**src/rtl/mem_burst_write_master.sv**
```systemverilog
// mem_burst_write_master: FIFO-buffered Avalon-MM burst write master; bursts stay inside MAX_BURST-word aligned blocks.
// Latency: the first beat comes at least 2 cycles after go; a burst launches only once all its words are buffered.
// Backpressure: avm_waitrequest stalls a burst with address/burstcount/data held; user_full drops pushes unless a beat pops that cycle.
//
// Ports:
//   clk, rst_n                      single clock, asynchronous active-low reset
//   control_base/length/go/done     transfer request (byte address, byte length, start pulse) and idle flag
//   user_we/data/full               write-data push port into the internal FIFO
//   avm_address/write/writedata     Avalon-MM burst write master
//   avm_burstcount/waitrequest

// Small synchronous FIFO with a registered full flag and an occupancy count.
// Push and pop in the same cycle leave the count unchanged, including when full.
module mbw_fifo #(
  parameter int WIDTH = 32,
  parameter int DEPTH = 32
) (
  input  logic                     clk,
  input  logic                     rst_n,
  input  logic                     push,
  input  logic [WIDTH-1:0]         push_dat,
  input  logic                     pop,
  output logic [WIDTH-1:0]         head_dat,
  output logic [$clog2(DEPTH):0]   count,
  output logic                     full
);
  localparam int PW = $clog2(DEPTH);

  logic [WIDTH-1:0] mem [DEPTH];
  logic [PW-1:0]    wr_ptr;
  logic [PW-1:0]    rd_ptr;
  logic [PW:0]      count_nxt;

  always_comb begin
    count_nxt = count;
    if (push && !pop) begin
      count_nxt = count + 1'b1;
    end else if (!push && pop) begin
      count_nxt = count - 1'b1;
    end
  end

  always_ff @(posedge clk or negedge rst_n) begin
    if (!rst_n) begin
      wr_ptr <= '0;
      rd_ptr <= '0;
      count  <= '0;
      full   <= 1'b0;
    end else begin
      if (push) wr_ptr <= wr_ptr + 1'b1;
      if (pop)  rd_ptr <= rd_ptr + 1'b1;
      count <= count_nxt;
      full  <= (count_nxt == (PW+1)'(DEPTH));
    end
  end

  // Storage is not reset: resetting the pointers discards the contents.
  always_ff @(posedge clk) begin
    if (push) mem[wr_ptr] <= push_dat;
  end

  assign head_dat = mem[rd_ptr];
endmodule

module mem_burst_write_master #(
  parameter int DATA_WIDTH = 32,
  parameter int ADDR_WIDTH = 32,
  parameter int FIFO_DEPTH = 32,
  parameter int MAX_BURST  = 8
) (
  input  logic                         clk,
  input  logic                         rst_n,
  input  logic [ADDR_WIDTH-1:0]        control_base,
  input  logic [ADDR_WIDTH-1:0]        control_length,
  input  logic                         control_go,
  output logic                         control_done,
  input  logic                         user_we,
  input  logic [DATA_WIDTH-1:0]        user_data,
  output logic                         user_full,
  output logic [ADDR_WIDTH-1:0]        avm_address,
  output logic                         avm_write,
  output logic [DATA_WIDTH-1:0]        avm_writedata,
  output logic [$clog2(MAX_BURST):0]   avm_burstcount,
  input  logic                         avm_waitrequest
);
  localparam int WSH = $clog2(DATA_WIDTH/8);  // byte-to-word shift
  localparam int BCW = $clog2(MAX_BURST) + 1;
  localparam int CW  = $clog2(FIFO_DEPTH) + 1;

  typedef enum logic [1:0] {S_IDLE, S_ARM, S_BURST} state_t;

  state_t                state;
  state_t                state_nxt;
  logic [ADDR_WIDTH-1:0] addr;        // next burst start address
  logic [ADDR_WIDTH-1:0] words_left;  // words of the transfer not yet accepted
  logic [BCW-1:0]        beats;       // beats left in the current burst
  logic [ADDR_WIDTH-1:0] word_idx;
  logic [ADDR_WIDTH-1:0] room;
  logic [ADDR_WIDTH-1:0] bc_full;
  logic [CW-1:0]         fifo_count;
  logic                  fifo_ready;
  logic                  fifo_push;
  logic                  fire;
  logic                  last_beat;
  logic                  launch;
  logic                  go_ok;

  assign fire      = avm_write && !avm_waitrequest;
  assign last_beat = fire && (beats == BCW'(1));
  // A pop frees a slot in the same cycle, so a push is still taken when full.
  assign fifo_push = user_we && (!user_full || fire);

  mbw_fifo #(
    .WIDTH (DATA_WIDTH),
    .DEPTH (FIFO_DEPTH)
  ) u_fifo (
    .clk      (clk),
    .rst_n    (rst_n),
    .push     (fifo_push),
    .push_dat (user_data),
    .pop      (fire),
    .head_dat (avm_writedata),
    .count    (fifo_count),
    .full     (user_full)
  );

  // Burst size: limited by the words remaining and by the distance to the
  // next MAX_BURST-word aligned boundary.
  always_comb begin
    word_idx   = addr >> WSH;
    room       = ADDR_WIDTH'(MAX_BURST) - (word_idx & ADDR_WIDTH'(MAX_BURST - 1));
    bc_full    = (words_left < room) ? words_left : room;
    fifo_ready = (ADDR_WIDTH'(fifo_count) >= bc_full);
  end

  always_ff @(posedge clk or negedge rst_n) begin
    if (!rst_n) state <= S_IDLE;
    else        state <= state_nxt;
  end

  always_comb begin
    state_nxt = state;
    case (state)
      S_IDLE:  if (control_go && (control_length != '0)) state_nxt = S_ARM;
      S_ARM:   if (fifo_ready) state_nxt = S_BURST;
      S_BURST: if (last_beat) state_nxt = (words_left == ADDR_WIDTH'(1)) ? S_IDLE : S_ARM;
      default: state_nxt = S_IDLE;
    endcase
  end

  always_comb begin
    control_done = (state == S_IDLE);
    avm_write    = (state == S_BURST);
    launch       = (state == S_ARM) && fifo_ready;
    go_ok        = (state == S_IDLE) && control_go && (control_length != '0);
  end

  always_ff @(posedge clk or negedge rst_n) begin
    if (!rst_n) begin
      addr           <= '0;
      words_left     <= '0;
      beats          <= '0;
      avm_address    <= '0;
      avm_burstcount <= '0;
    end else begin
      if (go_ok) begin
        addr       <= control_base;
        words_left <= control_length >> WSH;
      end
      if (launch) begin
        avm_address    <= addr;
        avm_burstcount <= bc_full[BCW-1:0];
        beats          <= bc_full[BCW-1:0];
      end
      if (fire) begin
        beats      <= beats - 1'b1;
        words_left <= words_left - 1'b1;
        if (last_beat) addr <= addr + (ADDR_WIDTH'(avm_burstcount) << WSH);
      end
    end
  end
endmodule

```
**config.mk**
```make
export PLATFORM = sky130hd
export DESIGN_NAME = mem_burst_write_master
export DESIGN_NICKNAME = d
export VERILOG_FILES = /design/src/rtl/mem_burst_write_master.sv
export SDC_FILE = /design/constraint.sdc
export NUM_CORES = 1
export LEC_CHECK = 0
export CORE_MARGIN = 5
export CORE_UTILIZATION = 50
export CTS_CLUSTER_DIAMETER = 50
export DETAILED_ROUTE_END_ITERATION = 7
export PLACE_DENSITY = 0.7
export SLEW_MARGIN = 20
export SYNTH_ARGS = -nofsm -noshare
export SYNTH_HDL_FRONTEND = slang
export SYNTH_SLANG_ARGS = --single-unit
```
**constraint.sdc**
```tcl
create_clock -name clk -period 3.51 [get_ports clk]
set_input_delay 0.702 -clock clk [delete_from_list [all_inputs] [get_ports clk]]
set_output_delay 0.702 -clock clk [all_outputs]
set_load 0.01 [all_outputs]
```
==> qor.yml <==
grt:
  grt_max_degree: 58
  gr-max-usage-layer: "met2"
  gr-total-overflow: 0
  met3_usage_pct: 4.17
  grt_use_met1_pct: 33.7
  first_global_vias: 26200
  use_met2_pct: 41.8
  grt_usage_pct: 24.6
  grt_first_pass_wirelength_microns: 174000
  antenna_found_initial: 2
timing:
  drv_slew: 0
  fmax_mhz: 270
  slew_headroom_pct: 24.5
  timing.hold.ws_ns: 0.0613
  tightestPinTransition_ns: 1.13
  finalCritPeriodShare_pct: 106
  hold_violations: 0
  rsz0062_at_grt: "true"
  fin_skew_ns: 0.0190
  final.setup.worst_slack_ns: -0.194
  finalCriticalPeriod_ns: 3.70
  final-setup-viol-count: 50
placed_design:
  place_ws_ns: -0.156
  portBuffers: 171
  place_hpwl_microns: 66700
  gp_congestion: 0.859
  placedCellCount: 3755
  place_area_sq_um: 50500
yosys:
  synth_edf_count: 1024
  synth.distinct_cells: 68
  yosysMostFrequentCell: "edfxtp_1"
  yosysTopAreaCell: "edfxtp_1"
  syn_inst: 2336
  synth.top_cell.area_share_pct: 68.1
  ys.warnings.count: 0
  synth_flop_cell: "edfxtp_1"
  syn_area_sq_um: 45100
  ys_top_cells_by_area: "edfxtp_1 68%, mux4_2 13%, dfrtp_1 6.8%"
  avgSynthCellArea_sq_um: 19.3
  async_flop_share_pct: 10.7
  ys_top_cells_by_count: "1,024 x edfxtp_1, 256 x mux4_2, 158 x nand2_1"
  synth-seq-area-share_pct: 75.0
  ys_ff_latch: 1147
floorplan:
  core_sq_um: 89700
  dieArea_sq_um: 96400
  die_w_microns: 310
  io_pins: 172
  die_h_microns: 310
  initial_core_util_pct: 50.3
  floorplan.rows: 110
clocking:
  htreeDepth: 3
  cts_sinks: 1147
  cts_buffers: 118
  cts_tree: "yes"
  cts_buffer_depth: 3
  cts.clk_slew.worst_paths_ns: 0.06
  clock-root-buffer: "clkbuf_16"
  worstSkewPairLatency_ns: 0.70
pwr:
  power.internal_mw: 31.3
  peakVddDrop_v: 0.000454
  p_seq_share_pct: 38.1
  leakagePower_nw: 18.7
  pwr-share-clk_pct: 26.8
  power.share.switching_pct: 31.0
  p_total_mw: 45.3
  p_comb_share_pct: 35.1
  power_density_nw_per_um2: 804
  p_sw_mw: 14.0
status:
  violations: "DRC, setup timing"
  status: "finished, violations left"
detailed_routing:
  vias_per_cell: 6.29
  first_pass_iters: 7
  ant_nets: 0
  vias: 25500
  post-route-drc-count: 1
  wl_microns: 119000
  wl_per_cell_microns: 29.4
  first_iter_violations: 2962
final_layout:
  drive_gt1_share_pct: 32.7
  final_nets: 2909
  stdcell_count: 4057
  antennaDiodeCount: 0
  stdcell_area_sq_um: 56400
  area_delta_synth_final_pct: 24.9
setup_path:
  crit_path_max_fanout: 6
  path_class: "flip-flop to flip-flop"
  crit_arrival_ns: 4.28
  critPathRequiredTime_ns: 4.08
  critPathLaunchType: "flip-flop"
  endpoint_kind: "flip-flop"
hold_path:
  hold_path_class: "input port to asynchronous set/reset pin"
run:
  max-cap-violations: 0
## cells by family after synthesis
logic type	Yosys count	share of synthesized area, %
AND/OR/NAND/NOR	390	4.10
XOR/XNOR	20	0.388
flip-flops	1147	75.0
multiplexers	325	14.3
AO/OA/AOI/OAI	287	4.29
buffers and inverters	141	1.25
other	1	0.00831
adder cells (fa/ha/maj)	25	0.710
## cell usage in the layout, fill, tap and decap left out, types with 14 or more instances in the layout
cell and count:
a211o_1 34, nand3_1 38, o211ai_1 17, a21oi_1 36
buf_12 107, a21oi_2 27, nor4_1 14, buf_2 32
ha_1 21, nand2_2 22, clkbuf_1 25, buf_6 37
nor3_1 21, buf_4 114, inv_1 19, o22ai_2 38
nor2_1 54, clkbuf_16 124, clkinv_1 19, o21ai_0 19
clkinv_2 25, clkdlybuf4s50_1 132, mux2i_1 49, mux4_2 256
edfxtp_1 1024, nand2_1 126, xnor2_1 15, nor2_4 32
dfrtp_1 120, o22ai_1 37
## flip-flops by register name, summed over array words and instances (netlist names)
register,cells
u_fifo.full,1
state,2
words_left,32
addr,32
u_fifo.wr_ptr,5
avm_burstcount,4
u_fifo.mem,1024
beats,4
u_fifo.count,6
avm_address,32
u_fifo.rd_ptr,5
## critical path, stage by stage, from the launching register on
cell and delay, ns:
dfrtp_1 0.41, nor4_4 0.35, nand4_2 0.17, or4_4 0.61, nor4_4 0.17, buf_4 0.19
mux2i_2 0.25, ha_1 0.27, o211ai_1 0.20, o211ai_1 0.12, o211ai_1 0.15, bufinv_8 0.26
buf_4 0.14, clkbuf_16 0.15, nand2_1 0.07, nand2_1 0.07
## final cells by class
type                            count  area [sq um]
Multi-Input combinational cell   1049         11800
Sequential cell                  1147         33800
Inverter                           21          92.6
Clock buffer                      147          3120
Tap cell                         1176          1470
Timing Repair Buffer              446          5430
Fill cell                        5918         33400
Clock inverter                     71           634
## power groups by stage
stage	logic (mW)	clock network (mW)	registers (mW)
2_1_floorplan	7.84	0	17.2
3_3_place_gp	12.7	0	17.4
3_5_place_dp	12.9	0	17.4
4_1_cts	15.5	12.3	17.2
5_1_grt	16.9	12.9	17.4
6_report	15.9	12.1	17.3
## timing repair
item / in CTS / in global routing
pin swaps: 81 / 51
hold buffers: 0 / 0
setup endpoints to repair: 73 / 72
resized for setup: 349 / 92
gates cloned: 20 / 4
buffers inserted: 63 / 20
## through the flow
stage               setup TNS (ns)  utilization, %
floorplan                  -262.54               -
global placement           -0.0282            56.3
detailed placement           -2.03            56.3
CTS                          -7.37            62.6
global route                -12.97            62.8
finish                       -5.26            62.8
## per-layer routing
layer | wire length [microns] | up-vias | share of wire [%]
met3 | 9800 | 212 | 8.2
met5 | 10 | - | 0.0084
met4 | 3230 | 2 | 2.7
li1 | - | 10600 | -
met1 | 45900 | 13400 | 39
met2 | 60200 | 1383 | 50
## final timing paths
check	startpoint	endpoint	slack, ns	cells past startpoint
worst max register to register	words_left[14]$_DFFE_PN0P_	avm_address[19]$_DFFE_PN0P_	-0.19	15
max in group asynchronous	rst_n	avm_address[0]$_DFFE_PN0P_	2.52	2
min in group clk	addr[0]$_DFFE_PN0P_	avm_address[0]$_DFFE_PN0P_	0.47	2
worst min-delay path	rst_n	avm_address[16]$_DFFE_PN0P_	0.06	1
worst max-delay path	words_left[14]$_DFFE_PN0P_	avm_address[19]$_DFFE_PN0P_	-0.19	15
worst min register to register	addr[0]$_DFFE_PN0P_	avm_address[0]$_DFFE_PN0P_	0.47	2
(Power assumes the default switching activity.)
